[config.mk]
export PLATFORM = sky130hd
export DESIGN_NAME = ahb_cmd_master
export DESIGN_NICKNAME = d
export VERILOG_FILES = /design/src/rtl/ahb_cmd_master.sv
export SDC_FILE = /design/constraint.sdc
export NUM_CORES = 1
export LEC_CHECK = 0
export ABC_AREA = 0
export CAP_MARGIN = 20
export CELL_PAD_IN_SITES_DETAIL_PLACEMENT = 1
export CELL_PAD_IN_SITES_GLOBAL_PLACEMENT = 1
export CORE_MARGIN = 4
export CORE_UTILIZATION = 34
export DETAILED_ROUTE_END_ITERATION = 10
export GPL_TIMING_DRIVEN = 0
export MAX_ROUTING_LAYER = met4
export PLACE_DENSITY = 0.95
export SKIP_CTS_REPAIR_TIMING = 1
export SLEW_MARGIN = 40
export SYNTH_ARGS = -nofsm -noshare
export SYNTH_HDL_FRONTEND = slang
export SYNTH_SLANG_ARGS = --single-unit
[constraint.sdc]
create_clock -name in_HCLK -period 5.7 [get_ports in_HCLK]
set_input_delay 1.14 -clock in_HCLK [delete_from_list [all_inputs] [get_ports in_HCLK]]
set_output_delay 1.14 -clock in_HCLK [all_outputs]
set_load 0.05 [all_outputs]
[src/rtl/ahb_cmd_master.sv]
// AHB-Lite initiator: turns a valid/ready command stream into pipelined single-beat word
// transfers and reports each completed transfer on a one-cycle response strobe.
module ahb_cmd_master #(
  parameter int TIMEOUT_CYCLES = 255
) (
  input  logic        in_HCLK,
  input  logic        in_HRESETn,
  input  logic        in_cmd_valid,
  output logic        out_cmd_ready,
  input  logic        in_cmd_write,
  input  logic [31:0] in_cmd_addr,
  input  logic [31:0] in_cmd_wdata,
  output logic [31:0] out_HADDR,
  output logic [1:0]  out_HTRANS,
  output logic        out_HWRITE,
  output logic [2:0]  out_HSIZE,
  output logic [2:0]  out_HBURST,
  output logic [31:0] out_HWDATA,
  input  logic        in_HREADY,
  input  logic [31:0] in_HRDATA,
  output logic        out_rsp_valid,
  output logic        out_rsp_write,
  output logic [31:0] out_rsp_rdata,
  output logic        out_busy,
  output logic        out_timeout
);

  localparam int          DATA_W = 32;
  localparam logic [15:0] TO_LIM = 16'(TIMEOUT_CYCLES);

  function automatic logic [15:0] sat_inc(input logic [15:0] v);
    return (v == 16'hFFFF) ? v : v + 16'd1;
  endfunction

  logic              r_valid_p0;
  logic              r_write_p0;
  logic [DATA_W-1:0] r_addr_p0;
  logic [DATA_W-1:0] r_wdata_p0;
  logic              r_valid_p1;
  logic              r_write_p1;
  logic [DATA_W-1:0] r_wdata_p1;
  logic              r_rsp_valid;
  logic              r_rsp_write;
  logic [DATA_W-1:0] r_rsp_rdata;
  logic [15:0]       r_wd_cnt;
  logic              r_timeout;
  logic [15:0]       w_wd_nxt;

  assign w_wd_nxt = (r_valid_p1 && !in_HREADY) ? sat_inc(r_wd_cnt) : 16'd0;

  always_ff @(posedge in_HCLK) begin
    if (!in_HRESETn) begin
      r_valid_p0  <= 1'b0;
      r_write_p0  <= 1'b0;
      r_addr_p0   <= '0;
      r_wdata_p0  <= '0;
      r_valid_p1  <= 1'b0;
      r_write_p1  <= 1'b0;
      r_wdata_p1  <= '0;
      r_rsp_valid <= 1'b0;
      r_rsp_write <= 1'b0;
      r_rsp_rdata <= '0;
      r_wd_cnt    <= '0;
      r_timeout   <= 1'b0;
    end else begin
      r_wd_cnt <= w_wd_nxt;
      if (TO_LIM != 16'd0 && w_wd_nxt == TO_LIM)
        r_timeout <= 1'b1;
      if (in_HREADY) begin
        // address stage (p0) -> data stage (p1)
        r_valid_p1 <= r_valid_p0;
        r_write_p1 <= r_write_p0;
        r_wdata_p1 <= r_wdata_p0;
        // new command -> address stage (p0); address/direction hold when idle
        r_valid_p0 <= in_cmd_valid;
        if (in_cmd_valid) begin
          r_write_p0 <= in_cmd_write;
          r_addr_p0  <= in_cmd_addr;
          r_wdata_p0 <= in_cmd_wdata;
        end
        // data stage (p1) -> response
        r_rsp_valid <= r_valid_p1;
        if (r_valid_p1) begin
          r_rsp_write <= r_write_p1;
          r_rsp_rdata <= r_write_p1 ? '0 : in_HRDATA;
        end
      end else begin
        r_rsp_valid <= 1'b0;
      end
    end
  end

  assign out_cmd_ready = in_HREADY;
  assign out_HADDR     = r_addr_p0 & ~32'h3;
  assign out_HTRANS    = r_valid_p0 ? 2'b10 : 2'b00;
  assign out_HWRITE    = r_write_p0;
  assign out_HSIZE     = 3'b010;
  assign out_HBURST    = 3'b000;
  assign out_HWDATA    = r_wdata_p1;
  assign out_rsp_valid = r_rsp_valid;
  assign out_rsp_write = r_rsp_write;
  assign out_rsp_rdata = r_rsp_rdata;
  assign out_busy      = r_valid_p0 | r_valid_p1;
  assign out_timeout   = r_timeout;

endmodule

==> metrics.yaml, run 1 <==
yosysSeqAreaShare_pct: 51.8
fillCellCount: 1947
antenna_found_initial: 0
ys.warnings.count: 0
ys_ff_latch: 149
first_global_vias: 5859
wirelength_microns: 19000
synth_simple_gate_area_share_pct: 24.0
pre_cts_slack_ns: 1.84
core_sq_um: 16600
slew_viol_final: 0
n_antenna_cell: 0
synth_compound_area_share_pct: 11.5
drt-pass1-iter-count: 4
worstPathArrival_ns: 2.71
synthAdderAreaFrac_pct: 0.217
yosys.area.top_type: "dfxtp_1"
holdPathStages: 2
p_leak_nw: 3.19
overflow: 0
netlist_area_sq_um: 5760
synthDistinctLibCells: 48
setup_viol: 0
period_share_pct: 67.6
area_growth_syn_to_layout_pct: 50.6
numCtsBuffers: 17
clk_latency_ns: 0.41
ys_async_sr_fraction_pct: 0
path_class: "in -> out"
critPathMaxFanout: 6
synth_top_area_share_pct: 51.8
placedCellCount: 1102
required_ns: 4.56
antenna_left: 0
timing.rr.start: "r_wd_cnt[0]"
power_density_nw_per_um2: 296
synth_edf_count: 0
fin_tns_setup_ns: 0
maxClockFrequency_mhz: 260
place_congestion: 0.825
layout.cells.non_filler: 1132
hold_path_startpoint: "r_addr_p0[13]"
chipWidth_microns: 138
placed_cell_area_sq_um: 8050
drive_gt1_share_pct: 6.25
synth_top_family_by_area: "simple AND/OR/NAND/NOR gates"
regArea_sq_um: 2980
grt_usage_pct: 20.3
reg2reg_depth: 7
synth_xor_xnor_area_share_pct: 1.52
fin_nets: 1003
synth.area.top_cells: "dfxtp_1, nand2_1, a21oi_1"
htreeDepth: 4
syn_area_per_cell_sq_um: 8.52
path_clk_slew_ns: 0.06
rsz0062_at_grt: "false"
status: "complete, no violations"
cts_root_buffer: "clkbuf_16"
placement.io_buffers: 199
wl_per_cell_microns: 16.8
worstSetupEndpointType: "output pin"
start_kind: "primary input"
fin_skew_ns: 0.00953
grt_pass1_wl_microns: 30600
grt_max_degree: 17
min_path_type: "reg -> reg"
drc: 0
stdcell_area_sq_um: 8680
cts.sinks: 149
hold_viol: 0
synthCells: 676
dieArea_sq_um: 19100
cap_violations: 0
multi_input_area_sq_um: 2520
row_count: 47
ys.flop_type: "dfxtp_1"
yosysMostFrequentCell: "dfxtp_1"
viasPerCell: 4.83
io_pins: 211
worst_pin_slew_ns: 0.805
dp_hpwl_microns: 14300
start_util_pct: 34.7
startpoint: "in_HREADY"
drtIter0Drc: 224
die-height_microns: 138
clk_path_buf_depth: 2
relSlewSlack_pct: 46.4
layout_setup_ws_ns: 1.85
cts_tree: "done"
routed-via-count: 5466
irDropWorstVdd_v: 0.000208
ys_top_cells_by_count: "dfxtp_1, nand2_1, a21oi_1, nor2_1"
synth.mux.area_fraction_pct: 5.91
period_needed_ns: 3.85
## final timing paths
check | endpoint | slack, ns
setup / recovery | out_cmd_ready | 1.85
hold / removal | r_addr_p0[13] | 0.45
setup reg to reg | out_timeout | 3.12
hold reg to reg | r_addr_p0[13] | 0.45
## cell type report
| cell class | count | share of cell area [%] |
|---|---|---|
| inverters | 3 | 0.130 |
| plain buffers | 59 | 3.13 |
| repair buffers | 199 | 23.0 |
| well taps | 220 | 3.17 |
| multi-input cells | 472 | 29.1 |
| clock buffers | 22 | 5.47 |
| flip-flops and latches | 149 | 34.4 |
| clock inverters | 8 | 1.72 |
## routing by layer
| layer | global-route usage [%] | vias up | part of all wire [%] |
|---|---|---|---|
| li1 | - | 2684 | - |
| met2 | 35.4 | 154 | 50 |
| met1 | 22.5 | 2591 | 41 |
| met5 | - | - | 0 |
| met3 | 5.70 | 37 | 5.8 |
| met4 | 6.76 | 0 | 2.6 |
## state kept, by name, indices dropped and copies added, names as in the netlist
signal and flops:
out_timeout 1, out_HWDATA 32, out_rsp_rdata 32, out_rsp_valid 1, out_HWRITE 1, out_rsp_write 1, r_wdata_p0 32, r_write_p1 1
r_wd_cnt 16, r_valid_p1 1, r_valid_p0 1, r_addr_p0 30
## stage by stage
| step | power [mW] | util, % | hold WS [ns] |
|---|---|---|---|
| 2_1_floorplan | 1.27 | - | 0.436 |
| 3_3_place_gp | 1.40 | 48.6 | 0.441 |
| 3_5_place_dp | 1.41 | 48.6 | 0.448 |
| 4_1_cts | 2.59 | 52.3 | 0.455 |
| 5_1_grt | 2.66 | 52.3 | 0.477 |
| 6_report | 2.57 | 52.3 | 0.454 |
## critical path: stages
cell	delay, ns
clkdlybuf4s50_1	0.63
buf_4	0.16
clkdlybuf4s50_1	0.79
## cells by family after synthesis
kind of cell               Yosys count
xor gates and xnor gates            10
AOI/OAI and AO/OA                  121
and+or+nand+nor                    297
DFF                                149
muxes                               34
buffers and inverters               62
adders and majority gates            1
other                                2
## power by group
group	switching, mW	internal, mW
combinational	0.171	0.127
clock	0.422	0.763
sequential	0.0166	1.07
## cell usage in the layout (no fill, tap or decap), drive strengths merged, types with 4 or more instances in the layout
| cell | n |
|---|---|
| conb | 9 |
| nor3 | 5 |
| nor2 | 81 |
| nor3b | 32 |
| nand4 | 5 |
| mux2i | 34 |
| nand3 | 6 |
| clkbuf | 56 |
| xnor2 | 7 |
| bufinv | 4 |
| buf | 25 |
| a21oi | 105 |
| nand2 | 143 |
| dfxtp | 149 |
| nand2b | 5 |
| clkdlybuf4s50 | 199 |
| o21ai | 5 |
Power figures use the tool's default switching activity.
==> run 2: changes to the inputs <==
Settings changed: CORE_UTILIZATION 34 to 32, PLACE_DENSITY 0.95 to 0.91.
Clock period 5.7 ns to 3.6 ns, I/O delays scaled along.
==> run 2 against run 1 <==
  * Combinational power grew 59%
  * Final cell count is 0.62% higher
  * Hold slack gained 0.0016 ns
  * Sequential power rose by 58%
  * Non-clock buffer count unchanged
  * Critical endpoint unchanged
==> metrics.yaml, run 2 (synthesis gave the netlist of run 1 again) <==
n_antenna_cell: 0  # unchanged
die-height_microns: 142  # +2.9%
drc: 0  # unchanged
cts_tree: "done"
switching_power_mw: 0.998  # +64%
irDropWorstVdd_v: 0.000323  # +56%
fin_nets: 1003  # unchanged
placement.io_buffers: 199  # unchanged
cts.sinks: 149  # unchanged
dieArea_sq_um: 20200  # +5.9%
power_density_nw_per_um2: 457  # +54%
power_frac_comb_pct: 12.0  # +0.4 points
p_int_mw: 2.96  # +51%
timing.rr.start: "r_wd_cnt[0]"
routed-via-count: 5449  # -0.31%
antenna_found_initial: 0  # unchanged
worstSetupEndpointType: "output pin"
hold_path_startpoint: "r_addr_p0[6]"
final_common_cell: "clkdlybuf4s50_1"
pwr-share-clk_pct: 44.5  # -1.6 points
io_pins: 211  # unchanged
min_to: "r_addr_p0[6]"
critPathMaxFanout: 6  # unchanged
antenna_left: 0  # unchanged
rsz0062_at_grt: "false"
worst_pin_slew_ns: 0.790  # -0.0146 ns
wl_per_cell_microns: 16.8  # about the same
cap_violations: 0  # unchanged
chipWidth_microns: 142  # +2.9%
status: "complete, no violations"
place_congestion: 0.793  # -3.8%
wirelength_microns: 19200  # +0.71%
timing.rr.end: "out_timeout"
setup_viol: 0  # unchanged
overflow: 0  # unchanged
maxClockFrequency_mhz: 322
first_global_vias: 5701  # -2.7%
period_share_pct: 86.4
drt-pass1-iter-count: 4  # unchanged
row_count: 48  # +2.1%
clk_path_buf_depth: 2  # unchanged
p_leak_nw: 3.17  # -0.60%
holdPathStages: 2  # unchanged
grt_pass1_wl_microns: 29800  # -2.6%
grt_usage_pct: 19.3  # -1.1 points
core_sq_um: 17500  # +5.4%
period_needed_ns: 3.11
relSlewSlack_pct: 47.3  # +0.97 points
clk_latency_ns: 0.42  # about the same
required_ns: 2.88  # -1.68 ns
fin_skew_ns: 0.00612  # -0.00341 ns
htreeDepth: 4  # unchanged
area_growth_syn_to_layout_pct: 50.1
reg2reg_depth: 7  # unchanged
power_frac_seq_pct: 43.5  # +1.2 points
drive_gt1_share_pct: 6.46  # +0.21 points
drtIter0Drc: 135  # -40%
path_clk_slew_ns: 0.06  # about the same
fin_tns_setup_ns: 0  # unchanged
cts_root_buffer: "clkbuf_16"
start_kind: "primary input"
numCtsBuffers: 17  # unchanged
p_sw_share_pct: 25.2  # +1.5 points
grt_max_degree: 17  # unchanged
dp_hpwl_microns: 14100  # -1.3%
start_util_pct: 33.0  # -1.8 points
hold_viol: 0  # unchanged
worstPathArrival_ns: 2.39  # -0.32 ns
min_path_type: "reg -> reg"
layout_setup_ws_ns: 0.491  # -1.36 ns
pre_cts_slack_ns: 0.325  # -1.52 ns
final_cell_mix: "clkdlybuf4s50_1, dfxtp_1, nand2_1"
path_class: "in -> out"
viasPerCell: 4.78  # -0.92%
reg2reg_slack_ns: 1.05  # -2.07 ns
slew_viol_final: 0  # unchanged
[run 2: worst max-delay path by stage]
stage,from,to,slack (ns),cells after the start
finish,in_HREADY,out_cmd_ready,0.49,3
global route,in_HREADY,out_cmd_ready,0.45,3
CTS,in_HREADY,out_cmd_ready,0.47,3
detailed placement,in_HREADY,r_addr_p0[3],0.32,6
global placement,in_HREADY,r_addr_p0[4],0.40,6
floorplan,r_wd_cnt[0],out_timeout,1.46,7
[run 2: final cells by class]
type | instances | area [sq um]
tap | 225 | 282
buffer | 59 | 272
multi-input combinational | 472 | 2520
timing repair buffer | 199 | 1990
clock inverter | 11 | 128
sequential | 149 | 2980
fill | 2050 | 8830
clock buffer | 21 | 460
inverter | 3 | 11.3
[run 2: metal layers]
metal / vias up / global-route usage, % / wire (microns)
li1: 2690 / - / -
met3: 23 / 6.79 / 1420
met5: - / - / 0
met2: 139 / 33.7 / 9770
met1: 2597 / 20.6 / 7730
met4: 0 / 5.30 / 256
[run 2: power by group through the flow]
stage | combinational (mW) | sequential, mW | clock [mW]
2_1_floorplan | 0.156 | 1.85 | 0
3_3_place_gp | 0.466 | 1.75 | 0
3_5_place_dp | 0.473 | 1.76 | 0
4_1_cts | 0.478 | 1.72 | 1.79
5_1_grt | 0.503 | 1.73 | 1.88
6_report | 0.473 | 1.72 | 1.76
[run 2: through the flow]
step                util (%)  instances  power (mW)  instance area (sq um)  hold WS (ns)
floorplan                  -        683        2.01                   5790         0.436
global route            49.5       1139        4.11                   8650         0.473
CTS                     49.5       1139        3.99                   8650         0.456
finish                  49.5       1139        3.95                   8650         0.456
global placement        46.1       1107        2.22                   8060         0.441
detailed placement      46.1       1107        2.23                   8060         0.449
[run 2: critical path, cell delays in order]
cell	delay [ns]
clkdlybuf4s50_1	0.70
buf_4	0.18
clkdlybuf4s50_1	0.79
